### src/rtl/priority_encoder_8_3_stream.sv
// priority_encoder_8_3_stream
//
// Sequential 8-to-3 encoder. It accepts an 8-bit request vector through a
// valid/ready handshake. It then emits the 3-bit index of every set bit,
// one index per accepted output beat, in fixed priority order:
// lowest index first when PRIORITY_HIGH = 0, highest index first when
// PRIORITY_HIGH = 1.
//
// Ports:
//   clk        in   1  clock, rising edge
//   rst_n      in   1  asynchronous active-low reset
//   in_valid   in   1  upstream presents in_req
//   in_ready   out  1  block is idle and can take a vector
//   in_req     in   8  request vector, sampled on in_valid && in_ready
//   out_valid  out  1  out_code / out_last are valid
//   out_ready  in   1  downstream accepts the current code
//   out_code   out  3  index of the selected pending bit
//   out_last   out  1  current code is the final one of the vector
//   out_count  out  4  popcount of the last accepted non-zero vector
//   err_empty  out  1  one-cycle pulse after an all-zero vector is accepted
//
// state | meaning
// ------+-----------------------------------------------------------
// IDLE  | waiting for a vector, in_ready = 1
// EMIT  | presenting codes from pending until the last one is taken

module priority_encoder_8_3_stream #(
  parameter bit PRIORITY_HIGH = 1'b0
) (
  input  logic       clk,
  input  logic       rst_n,
  input  logic       in_valid,
  output logic       in_ready,
  input  logic [7:0] in_req,
  output logic       out_valid,
  input  logic       out_ready,
  output logic [2:0] out_code,
  output logic       out_last,
  output logic [3:0] out_count,
  output logic       err_empty
);

  typedef enum logic {
    IDLE = 1'b0,
    EMIT = 1'b1
  } state_t;

  state_t     state_q;
  state_t     state_d;
  logic [7:0] pending_q;
  logic [3:0] count_q;
  logic       err_q;

  logic       in_fire;
  logic       out_fire;
  logic       zero_req;
  logic [2:0] sel_idx;
  logic       pend_single;

  function automatic logic [3:0] popcount8(input logic [7:0] v);
    logic [3:0] c;
    c = '0;
    for (int i = 0; i < 8; i++) begin
      c = c + {3'b000, v[i]};
    end
    return c;
  endfunction

  // Handshake qualifiers come from registered state only, so out_valid and
  // out_code never depend combinationally on in_* or out_ready.
  assign in_fire  = in_valid && (state_q == IDLE);
  assign out_fire = out_ready && (state_q == EMIT);
  assign zero_req = (in_req == 8'h00);

  // Priority select: the last match in the scan order wins, so scanning
  // downward yields the lowest set bit and upward yields the highest.
  always_comb begin
    sel_idx = '0;
    if (PRIORITY_HIGH) begin
      for (int i = 0; i < 8; i++) begin
        if (pending_q[i]) sel_idx = 3'(i);
      end
    end else begin
      for (int i = 7; i >= 0; i--) begin
        if (pending_q[i]) sel_idx = 3'(i);
      end
    end
  end

  // Exactly one bit left: non-zero and clearing the lowest set bit gives zero.
  assign pend_single = (pending_q != 8'h00) &&
                       ((pending_q & (pending_q - 8'd1)) == 8'h00);

  // State register
  always_ff @(posedge clk or negedge rst_n) begin
    if (!rst_n) state_q <= IDLE;
    else        state_q <= state_d;
  end

  // Next-state logic
  always_comb begin
    state_d = state_q;
    case (state_q)
      IDLE: if (in_fire && !zero_req) state_d = EMIT;
      EMIT: if (out_fire && pend_single) state_d = IDLE;
      default: state_d = IDLE;
    endcase
  end

  // Output logic
  always_comb begin
    in_ready  = 1'b0;
    out_valid = 1'b0;
    out_code  = 3'd0;
    out_last  = 1'b0;
    case (state_q)
      IDLE: in_ready = 1'b1;
      EMIT: begin
        out_valid = 1'b1;
        out_code  = sel_idx;
        out_last  = pend_single;
      end
      default: in_ready = 1'b0;
    endcase
  end

  // Pending bits, popcount and the empty-vector pulse
  always_ff @(posedge clk or negedge rst_n) begin
    if (!rst_n) begin
      pending_q <= 8'h00;
      count_q   <= 4'd0;
      err_q     <= 1'b0;
    end else begin
      err_q <= in_fire && zero_req;
      if (in_fire && !zero_req) begin
        pending_q <= in_req;
        count_q   <= popcount8(in_req);
      end else if (out_fire) begin
        pending_q[sel_idx] <= 1'b0;
      end
    end
  end

  assign out_count = count_q;
  assign err_empty = err_q;

endmodule

### config.mk
export PLATFORM = sky130hd
export DESIGN_NAME = priority_encoder_8_3_stream
export DESIGN_NICKNAME = d
export VERILOG_FILES = /design/src/rtl/priority_encoder_8_3_stream.sv
export SDC_FILE = /design/constraint.sdc
export NUM_CORES = 1
export LEC_CHECK = 0
export ABC_AREA = 1
export CORE_UTILIZATION = 50
export DETAILED_ROUTE_END_ITERATION = 8
export GPL_TIMING_DRIVEN = 0
export PLACE_DENSITY = 0.81
export SETUP_SLACK_MARGIN = 0.05
export SLEW_MARGIN = 20
export SYNTH_ARGS = -nofsm -noshare
export SYNTH_HDL_FRONTEND = slang
export SYNTH_SLANG_ARGS = --single-unit
### constraint.sdc
create_clock -name clk -period 1.9 [get_ports clk]
set_clock_uncertainty 0.15 [all_clocks]
set_input_delay 0.38 -clock clk [delete_from_list [all_inputs] [get_ports clk]]
set_output_delay 0.38 -clock clk [all_outputs]
set_load 0.02 [all_outputs]
==> metrics.csv <==
stage;metric;value;unit
setup_path;CP Launch Type;primary input;
placed_design;routability cong.;0.879;
global_route;gr usage total;0.292;
sta;Final Max Slew Viols;0;
sta;Tcrit/Tclk final;1.44;
logic_synthesis;post-synth cell types;22;
floorplanning;Die Y;48.9;µm
clock_network;CTS sink count;14;
routing;via count;1272;
setup_path;crit-path max FO;3;
job;Max Cap Viol;0;
pwr;Pleak;0.000900;µW
sta;Worst-Margin Slew;656;ps
logic_synthesis;Mean Syn Cell Area;7.06;µm²
global_route;antenna violations before repair;0;
floorplanning;DIE AREA;0.00239;mm²
setup_path;Crit path required time;1930;ps
global_route;first-pass GRT wire length;5240;µm
cells_and_area;Layout area overhead;48.5;%
setup_path;critical path class;in2reg;
cells_and_area;layout cells sized above 1;0.374;
cells_and_area;Final Instance Area;0.00164;mm²
cells_and_area;diode count;0;
routing;WL met1;1420;µm
routing;TritonRoute pass-1 iters;5;
floorplanning;Die Wd;48.9;µm
floorplanning;boundary pin count;23;
logic_synthesis;synthesized area;0.00110;mm²
floorplanning;Initial Utilization;0.545;
sta;hold_ws;281;ps
setup_path;CP peak stage delay;560;ps
global_route;number of global-route vias before repair;1188;
clock_network;clock latency on the worst-skew pair;310;ps
cells_and_area;Core Util, Final;0.809;
setup_path;R2R Path End;state_q;
cells_and_area;final net count;219;
floorplanning;Site Rows;16;
setup_path;slowest cell on the critical path;fa_1;
logic_synthesis;register area share after synthesis;0.318;
logic_synthesis;post-synth net total;176;
sta;Setup TNS;-3390;ps
setup_path;CP endpoint;out_count[3];
global_route;global route overflow;0;
setup_path;crit path cell chain;buf_12 > inv_8 > fa_1 > fa_1 > fa_1 > inv_1 > ha_1 > nand2_1 > inv_1 > o21ai_0 > o21ai_0;
routing;Via density;5.65;
clock_network;CTS root buf;clkbuf_4;
placed_design;post-place instance area;0.00139;mm²
setup_path;Crit Reg-Reg Startpoint;pending_q[2];
routing;Post-DRT Antenna Nets;0;
setup_path;CP arrival;2780;ps
pwr;pwr/cell area;1720;mW/mm²
setup_path;Crit. End Element;flip-flop;
global_route;largest net degree at the start of global routing;15;
clock_network;CTS buffer count;3;
floorplanning;Core Area;0.00202;mm²
routing;Met3 Wirelength;302;µm
routing;Top Layer Used;met4;
sta;Hold Fails Final Rpt;0;
routing;Met2 Wirelength;1720;µm
clock_network;CTS tree;yes;
routing;Iter 0 DRT Violations;77;
logic_synthesis;FF+latch count, synth;14;
sta;min Tclk post-route;2750;ps
logic_synthesis;Syn Inst Count;156;
setup_path;most frequent CP cell;fa_1;
routing;WL per Instance;16.3;µm
sta;Fmax;364;MHz
clock_network;H-tree Lvls;1;
setup_path;worst setup path startpoint;in_req[3];
routing;Post-route DRC;0;
sta;RSZ-0062 raised after global routing;yes;
clock_network;deepest clock path buffer count;2;
placed_design;post-detail-place hpwl;2060;µm
outcome;failing checks;setup timing;
outcome;status;complete, but fails checks;
sta;final worst slack;-845;ps
cells_and_area;Filler cells;127;
pwr;VDD IR-drop max;1.21;mV
sta;Slew headroom;0.562;
setup_path;worst r2r path cells;12;
clock_network;Worst-path clk slew;100;ps
setup_path;register-to-register path setup slack;200;ps
placed_design;I/O Buffers;22;
min_path;Min-Delay Path Class;in2reg;
routing;drt total wl;3660;µm
logic_synthesis;warnings from Yosys;0;
sta;final setup violation count;8;
cells in the mapped netlist, drive strengths merged:
library cell / instances / area [µm²]
nor3: 2 / 21.3
nand4: 2 / 27.5
inv: 29 / 109
buf: 2 / 18.8
nor2: 13 / 51.3
fa: 4 / 80.1
a21oi: 3 / 15.0
a31oi: 1 / 6.26
o22ai: 1 / 6.26
xor2: 1 / 8.76
ha: 4 / 50.1
nand3: 19 / 95.1
dfrtp: 14 / 350
a211oi: 1 / 7.51
o21ai: 7 / 35.0
nand2: 53 / 219
where the power goes:
group          switching [µW]  internal (µW)
combinational            1120            881
sequential                147            419
clock                     124            117
total                    1390           1420
worst max-delay path, delay by kind of cell:
| family | cells | cell delay, ps |
|---|---|---|
| AND/OR/NAND/NOR | 1 | 60 |
| AO/OA/AOI/OAI | 2 | 360 |
| adder cells (fa/ha/maj) | 4 | 1700 |
| buffers and inverters | 4 | 280 |
what timing repair did:
item	in CTS	in global routing
endpoints found under the setup margin	18	18
pin swaps	9	13
buffers inserted	9	7
hold buffers	0	0
resized for setup	62	21
cell type report:
class,count,area (µm²),area share
Buffer,2,18.8,0.0115
Tap cell,27,33.8,0.0207
Sequential cell,14,357,0.218
Clock buffer,4,36.3,0.0222
Inverter,29,121,0.0742
Multi-Input combinational cell,111,726,0.444
Timing Repair Buffer,38,343,0.210
placed cells by master (no fill, tap or decap), types with 2 or more instances in the layout:
cell             netlist  final
nor2_4                 0      4
nand3_2                0      4
ha_1                   4      3
inv_4                  0      2
inv_2                  0      6
buf_6                  1      3
nand2_2                5      9
fa_1                   4      3
nor2_1                12      8
dfrtp_1               14      9
clkdlybuf4s50_1        0     11
nand2_1               47     43
a21oi_2                0      3
dfrtp_2                0      5
nand3_1               19     15
o21ai_2                0      3
clkbuf_4               0      3
o21ai_1                0      2
dlygate4sd2_1          0      2
buf_4                  1     19
o21ai_0                7      2
inv_1                 29     20
sequential cells by signal, summed over array words and instances, names as in the netlist:
signal,flops
err_empty,1
state_q,1
out_count,4
pending_q,8
kinds of logic after synthesis:
group	count (synthesis)	synth area share
adder cells (fa/ha/maj)	8	0.118
buffers and inverters	31	0.116
AND/OR/NAND/NOR	89	0.376
AO/OA/AOI/OAI	13	0.0636
XOR/XNOR	1	0.00796
flip-flops	14	0.318
stage by stage:
| step | std cells | total power, µW | setup slack (ps) |
|---|---|---|---|
| after detailed placement | 205 | 1890 | -1800 |
| final | 225 | 2810 | -845 |
| after CTS | 218 | 2300 | -892 |
| after global routing | 225 | 2980 | -996 |
| after floorplan | 156 | 1420 | -963 |
| after global placement | 205 | 1840 | -1730 |
layer usage:
metal	global-route usage	vias up
li1	-	570
met1	0.352	580
met2	0.509	95
met3	0.0405	27
met4	0.142	0
met5	0	-
how the worst min path moves through the flow:
stage,cells past startpoint,from,end
global placement,2,out_count[0],out_count[0]
floorplan,0,rst_n,err_empty
CTS,5,in_req[1],pending_q[1]
finish,5,in_req[1],pending_q[1]
global route,5,in_req[1],pending_q[1]
detailed placement,2,out_count[0],out_count[0]
Power figures use the tool's default switching activity.
